**config.mk**
```make
export PLATFORM = sky130hd
export DESIGN_NAME = mem_arbiter_flat
export DESIGN_NICKNAME = d
export VERILOG_FILES = /design/src/rtl/mem_arbiter_if.sv /design/src/rtl/mem_arbiter.sv /design/src/flat_wrapper.sv
export SDC_FILE = /design/constraint.sdc
export NUM_CORES = 1
export LEC_CHECK = 0
export ABC_AREA = 0
export CAP_MARGIN = 20
export CORE_MARGIN = 2
export CORE_UTILIZATION = 40
export CTS_CLUSTER_SIZE = 24
export DETAILED_ROUTE_END_ITERATION = 6
export GPL_TIMING_DRIVEN = 1
export HOLD_SLACK_MARGIN = 0.03
export PLACE_DENSITY_LB_ADDON = 0.2
export SYNTH_ARGS = -nofsm -noshare
export SYNTH_HDL_FRONTEND = slang
export SYNTH_SLANG_ARGS = --single-unit
export TNS_END_PERCENT = 5
```
**constraint.sdc**
```tcl
create_clock -name clk -period 5.1 [get_ports clk]
set_input_delay 1.275 -clock clk [delete_from_list [all_inputs] [get_ports clk]]
set_output_delay 1.275 -clock clk [all_outputs]
set_load 0.02 [all_outputs]
```
**src/rtl/mem_arbiter_if.sv**
```systemverilog
// Bundle of the instruction, data and shared-memory ports of the memory arbiter.
// The arbiter owns the memory command, so its side of the bundle is the master modport.
interface mem_arbiter_if #(
    parameter int ADDR_W = 32,
    parameter int DATA_W = 32
);
    logic              i_req;
    logic [ADDR_W-1:0] i_addr;
    logic              i_flush;
    logic              i_ready;
    logic [DATA_W-1:0] i_rdata;

    logic                d_req;
    logic                d_we;
    logic [ADDR_W-1:0]   d_addr;
    logic [DATA_W-1:0]   d_wdata;
    logic [DATA_W/8-1:0] d_wstrb;
    logic                d_ready;
    logic [DATA_W-1:0]   d_rdata;

    logic                m_req;
    logic                m_we;
    logic [ADDR_W-1:0]   m_addr;
    logic [DATA_W-1:0]   m_wdata;
    logic [DATA_W/8-1:0] m_wstrb;
    logic                m_ready;
    logic [DATA_W-1:0]   m_rdata;

    modport master (
        input  i_req, i_addr, i_flush,
        output i_ready, i_rdata,
        input  d_req, d_we, d_addr, d_wdata, d_wstrb,
        output d_ready, d_rdata,
        output m_req, m_we, m_addr, m_wdata, m_wstrb,
        input  m_ready, m_rdata
    );

    modport slave (
        output i_req, i_addr, i_flush,
        input  i_ready, i_rdata,
        output d_req, d_we, d_addr, d_wdata, d_wstrb,
        input  d_ready, d_rdata,
        input  m_req, m_we, m_addr, m_wdata, m_wstrb,
        output m_ready, m_rdata
    );
endinterface

```
**src/rtl/mem_arbiter.sv**
```systemverilog
// Two-port (instruction/data) arbiter onto a single-outstanding memory bus.
// Data has priority; a starvation counter forces an instruction grant after STARVE_MAX data grants.
// Handshake: a requester holds req and its command stable until its ready pulses for one cycle;
// memory sees a registered m_req/command held until a one-cycle m_ready completes it.
module mem_arbiter #(
    parameter int ADDR_W     = 32,
    parameter int DATA_W     = 32,
    parameter int STARVE_MAX = 4
) (
    input  logic          clk,
    input  logic          rst_n,
    mem_arbiter_if.master bus,
    output logic [1:0]    dbg_state
);
    localparam int CNT_W = $clog2(STARVE_MAX + 1);

    typedef enum logic [1:0] {IDLE = 2'd0, BUSY = 2'd1, RESP = 2'd2} state_t;

    state_t           state, state_nx;
    logic             gnt_i;
    logic             drop;
    logic [CNT_W-1:0] starve;
    logic             any_req;
    logic             pick_i;

    always_comb begin
        any_req = bus.i_req | bus.d_req;
        pick_i  = bus.i_req & (~bus.d_req | (starve == CNT_W'(STARVE_MAX)));
    end

    always_ff @(posedge clk or negedge rst_n) begin
        if (!rst_n) state <= IDLE;
        else        state <= state_nx;
    end

    always_comb begin
        state_nx = state;
        case (state)
            IDLE:    if (any_req) state_nx = BUSY;
            BUSY:    if (bus.m_ready) state_nx = RESP;
            RESP:    state_nx = IDLE;
            default: state_nx = IDLE;
        endcase
    end

    // Ready pulses are combinational on RESP so a flush in that very cycle can still cancel the fetch.
    always_comb begin
        bus.i_ready = (state == RESP) & gnt_i & ~drop & ~bus.i_flush;
        bus.d_ready = (state == RESP) & ~gnt_i;
        dbg_state   = state;
    end

    always_ff @(posedge clk or negedge rst_n) begin
        if (!rst_n) begin
            bus.m_req   <= 1'b0;
            bus.m_we    <= 1'b0;
            bus.m_addr  <= '0;
            bus.m_wdata <= '0;
            bus.m_wstrb <= '0;
            bus.i_rdata <= '0;
            bus.d_rdata <= '0;
            gnt_i       <= 1'b0;
            drop        <= 1'b0;
            starve      <= '0;
        end else begin
            case (state)
                IDLE: begin
                    drop <= 1'b0;
                    if (!bus.i_req) starve <= '0;
                    if (any_req) begin
                        bus.m_req <= 1'b1;
                        gnt_i     <= pick_i;
                        if (pick_i) begin
                            bus.m_we    <= 1'b0;
                            bus.m_addr  <= bus.i_addr;
                            bus.m_wdata <= '0;
                            bus.m_wstrb <= '0;
                            starve      <= '0;
                            drop        <= bus.i_flush;
                        end else begin
                            bus.m_we    <= bus.d_we;
                            bus.m_addr  <= bus.d_addr;
                            bus.m_wdata <= bus.d_wdata;
                            bus.m_wstrb <= bus.d_wstrb;
                            if (bus.i_req && starve != CNT_W'(STARVE_MAX))
                                starve <= starve + CNT_W'(1);
                        end
                    end
                end
                BUSY: begin
                    if (bus.i_flush && gnt_i) drop <= 1'b1;
                    if (bus.m_ready) begin
                        bus.m_req <= 1'b0;
                        if (gnt_i) bus.i_rdata <= bus.m_rdata;
                        else       bus.d_rdata <= bus.m_rdata;
                    end
                end
                RESP:    drop <= 1'b0;
                default: drop <= 1'b0;
            endcase
        end
    end
endmodule

```
**src/flat_wrapper.sv**
```systemverilog
// flat-port wrapper written by rule: the top's interface ports become plain ports
module mem_arbiter_flat 
#(
    parameter int ADDR_W     = 32,
    parameter int DATA_W     = 32,
    parameter int STARVE_MAX = 4
)
  (clk, rst_n, dbg_state, bus_i_req, bus_i_addr, bus_i_flush, bus_i_ready, bus_i_rdata, bus_d_req, bus_d_we, bus_d_addr, bus_d_wdata, bus_d_wstrb, bus_d_ready, bus_d_rdata, bus_m_req, bus_m_we, bus_m_addr, bus_m_wdata, bus_m_wstrb, bus_m_ready, bus_m_rdata);
  mem_arbiter_if #(.ADDR_W(ADDR_W), .DATA_W(DATA_W)) bus_i ();
  input  logic clk;
  input  logic rst_n;
  output logic [1:0] dbg_state;
  input wire logic [$bits(bus_i.i_req)-1:0] bus_i_req;
  input wire logic [$bits(bus_i.i_addr)-1:0] bus_i_addr;
  input wire logic [$bits(bus_i.i_flush)-1:0] bus_i_flush;
  output wire logic [$bits(bus_i.i_ready)-1:0] bus_i_ready;
  output wire logic [$bits(bus_i.i_rdata)-1:0] bus_i_rdata;
  input wire logic [$bits(bus_i.d_req)-1:0] bus_d_req;
  input wire logic [$bits(bus_i.d_we)-1:0] bus_d_we;
  input wire logic [$bits(bus_i.d_addr)-1:0] bus_d_addr;
  input wire logic [$bits(bus_i.d_wdata)-1:0] bus_d_wdata;
  input wire logic [$bits(bus_i.d_wstrb)-1:0] bus_d_wstrb;
  output wire logic [$bits(bus_i.d_ready)-1:0] bus_d_ready;
  output wire logic [$bits(bus_i.d_rdata)-1:0] bus_d_rdata;
  output wire logic [$bits(bus_i.m_req)-1:0] bus_m_req;
  output wire logic [$bits(bus_i.m_we)-1:0] bus_m_we;
  output wire logic [$bits(bus_i.m_addr)-1:0] bus_m_addr;
  output wire logic [$bits(bus_i.m_wdata)-1:0] bus_m_wdata;
  output wire logic [$bits(bus_i.m_wstrb)-1:0] bus_m_wstrb;
  input wire logic [$bits(bus_i.m_ready)-1:0] bus_m_ready;
  input wire logic [$bits(bus_i.m_rdata)-1:0] bus_m_rdata;
  assign bus_i.i_req = bus_i_req;
  assign bus_i.i_addr = bus_i_addr;
  assign bus_i.i_flush = bus_i_flush;
  assign bus_i_ready = bus_i.i_ready;
  assign bus_i_rdata = bus_i.i_rdata;
  assign bus_i.d_req = bus_d_req;
  assign bus_i.d_we = bus_d_we;
  assign bus_i.d_addr = bus_d_addr;
  assign bus_i.d_wdata = bus_d_wdata;
  assign bus_i.d_wstrb = bus_d_wstrb;
  assign bus_d_ready = bus_i.d_ready;
  assign bus_d_rdata = bus_i.d_rdata;
  assign bus_m_req = bus_i.m_req;
  assign bus_m_we = bus_i.m_we;
  assign bus_m_addr = bus_i.m_addr;
  assign bus_m_wdata = bus_i.m_wdata;
  assign bus_m_wstrb = bus_i.m_wstrb;
  assign bus_i.m_ready = bus_m_ready;
  assign bus_i.m_rdata = bus_m_rdata;
  mem_arbiter #(.ADDR_W(ADDR_W), .DATA_W(DATA_W), .STARVE_MAX(STARVE_MAX)) u_core (.clk(clk), .rst_n(rst_n), .bus(bus_i), .dbg_state(dbg_state));
endmodule
```
==> impl_metrics.json <==
{
  "initial_utilization_pct": 40.4,
  "numCtsBuffers": 17,
  "nets": 784,
  "multi_input_comb_area_sq_um": 1830,
  "hp-class": "reg -> reg",
  "slowest_stage": "clkdlybuf4s50_1",
  "antenna_left": 0,
  "hpwl_um": 10900,
  "viasPerCell": 5.15,
  "synthCells": 370,
  "vias": 4302,
  "crit_chain": "clkdlybuf4s50_1 -> nor4b_1 -> clkdlybuf4s50_1",
  "gp_congestion": 0.772,
  "routed_wl_um": 15600,
  "worst_hold_slack_ps": 490,
  "cts_tree": "built",
  "drt-initial-drc-count": 208,
  "path_clk_slew_ps": 60,
  "finalSetupViolations": 0,
  "r2r_end": "u_core.bus.m_wdata[25]",
  "period_needed_ps": 3980,
  "cts_max_path_buffers": 2,
  "fill_cells": 1039,
  "cap_viol_max_count": 0,
  "hold-path-cell-count": 1,
  "synth.top_cell.area_share_pct": 63.6,
  "synth_area_per_cell_sq_um": 15.0,
  "min_to": "u_core.bus.i_rdata[11]",
  "clk_root_buffer_cell": "clkbuf_16",
  "setup-tns-final_ps": 0,
  "finalHoldViolCount": 0,
  "syn-cell-area_sq_um": 5550,
  "synth_seq_area_share_pct": 63.6,
  "preCtsSetupSlack_ps": 1100,
  "outcome": "completed",
  "yosysWarnings": 0,
  "min_from": "u_core.bus.i_rdata[11]",
  "cp_max_fo": 3,
  "r2r_cells": 5,
  "wire_per_inst_um": 18.6,
  "antenna_cells": 0,
  "port_buffers": 276,
  "critPathKind": "in -> out",
  "htreeDepth": 4,
  "max_slew.worst_pin.slew_ps": 1060,
  "slew_violations": 0,
  "power_mw": 5.96,
  "cpMostUsedCell": "clkdlybuf4s50_1",
  "clk_latency_ps": 410,
  "synthTopCellsByArea": "dfrtp_1 64%, mux2_2 6.9%, mux2_1 6.1%",
  "required_ps": 3830,
  "drtPass1Iterations": 4,
  "r2r_start": "u_core.dbg_state[0]",
  "postCtsSetupBuffers": 0,
  "die_y_um": 122,
  "ys_types": 30,
  "seq_area_sq_um": 3530,
  "clock_sinks": 141,
  "antenna_found_initial": 0,
  "max_freq_mhz": 251,
  "layout_setup_ws_ps": 1120,
  "synthToLayoutAreaGrowth_pct": 62.1,
  "path_delay_family": "buffers and inverters",
  "cp-start-kind": "input pin",
  "die_w_um": 122,
  "track_usage_pct": 21.0,
  "fin_area_sq_um": 8990,
  "crit_arrival_ps": 2710,
  "drcViolationCount": 0,
  "grt_start_max_net_pins": 108,
  "synth_seq_cells": 141,
  "dieArea_sq_um": 14800,
  "rsz0062_at_grt": "no",
  "gr-total-overflow": 0,
  "cpPeakStageDelay_ps": 680,
  "core_sq_um": 13700,
  "pin_count": 277,
  "slew-limit-headroom_pct": 29.4,
  "postCtsHoldBufs": 0,
  "power.leakage_nw": 3.79,
  "rrSetupSlack_ps": 2590,
  "syn_nets": 511,
  "rows": 43,
  "placed_cell_area_sq_um": 8400,
  "endpoint_kind": "output port",
  "clock_skew_ps": 12.6,
  "drive_gt1_share_pct": 11.6,
  "grt_pass1_wl_um": 23800,
  "powerDensity_nw_per_um2": 663,
  "yosys.area.top_type": "dfrtp_1",
  "crit_buf_inv": 2,
  "grt_pass1_vias": 4542,
  "vdd_drop_max_mv": 0.315,
  "period_share_pct": 78.1,
  "post_cts_resized": 0
}
==> cells by family after synthesis <==
| family | synth area share [%] |
|---|---|
| DFF | 63.6 |
| and+or+nand+nor | 1.87 |
| muxes | 13.0 |
| buffers and inverters | 3.61 |
| AOI/OAI and AO/OA | 17.5 |
| adders and majority gates | 0.451 |
==> placed cells by master (no fill, tap or decap), drive strengths merged <==
cell and instances:
a221o 32, a21o 1, nand4 2, nand3b 1
clkinvlp 3, a21boi 32, a32o 1, a211oi 1
o2bb2ai 1, clkinv 6, or2 2, a22o 38
buf 7, nor2 4, a21oi 1, mux2 64
o21ai 3, nor4b 1, nor2b 1, clkdlybuf4s50 275
inv 5, ha 2, clkbuf 20, nand2 7
bufinv 2, o211a 1, dfrtp 141, nand2b 2
==> metal layers <==
layer	vias to the layer above	routed length (um)	track usage [%]
met5	-	0	0
met4	0	354	8.76
met3	24	1360	7.44
met2	193	7600	34.5
met1	2145	6260	25.1
li1	1940	-	-
==> final cells by class <==
cell class	instances	share of cell area [%]
clock inverter	12	1.56
multi-input combinational	197	20.3
clock buffer	20	4.97
sequential	141	39.2
tap	180	2.50
inverter	4	0.167
timing repair buffer	282	31.2
==> registers in the layout (all words and copies together), names as in the netlist <==
signal,flops
u_core.bus.d_rdata,32
u_core.bus.i_rdata,32
u_core.bus.m_addr,32
u_core.bus.m_req,1
u_core.bus.m_wdata,32
u_core.bus.m_we,1
u_core.bus.m_wstrb,4
u_core.dbg_state,2
u_core.drop,1
u_core.gnt_i,1
u_core.starve,3
==> cell usage after synthesis <==
library cell / number
buf_6: 8
nor4b_1: 1
nand2b_1: 2
mux2_2: 34
a22o_1: 38
buf_4: 3
nand4_1: 2
clkbuf_1: 9
nand2_1: 7
nor2_1: 3
inv_2: 1
mux2_1: 30
o2bb2ai_1: 1
nand3b_1: 1
inv_1: 3
a21boi_0: 32
o21ai_0: 3
ha_1: 2
a21oi_1: 1
or2_1: 2
o211a_1: 1
nor2b_1: 1
a32o_1: 1
buf_2: 7
buf_1: 1
a211oi_4: 1
dfrtp_1: 141
a221o_1: 32
a21o_1: 1
nor2_2: 1
==> worst max path at each step <==
stage | from | endpoint | slack, ps | cells after the start
6_report | bus_i_flush | bus_i_ready | 1120 | 3
5_1_grt | bus_i_flush | bus_i_ready | 1000 | 3
4_1_cts | bus_i_flush | bus_i_ready | 1100 | 3
3_5_place_dp | bus_i_flush | bus_i_ready | 1100 | 3
3_3_place_gp | bus_i_flush | bus_i_ready | 1090 | 3
2_1_floorplan | bus_i_flush | bus_i_ready | 1770 | 1
==> where the power goes <==
group | internal [mW] | switching [mW]
logic | 1.44 | 1.35
registers | 1.65 | 0.298
clock network | 0.738 | 0.478
total | 3.83 | 2.13
==> metrics by stage <==
step / util [%] / instances
6_report: 65.5 / 836
5_1_grt: 65.5 / 836
4_1_cts: 65.5 / 836
3_5_place_dp: 61.3 / 804
3_3_place_gp: 61.3 / 804
2_1_floorplan: - / 370
No activity file was read; power rests on OpenSTA's default activity.
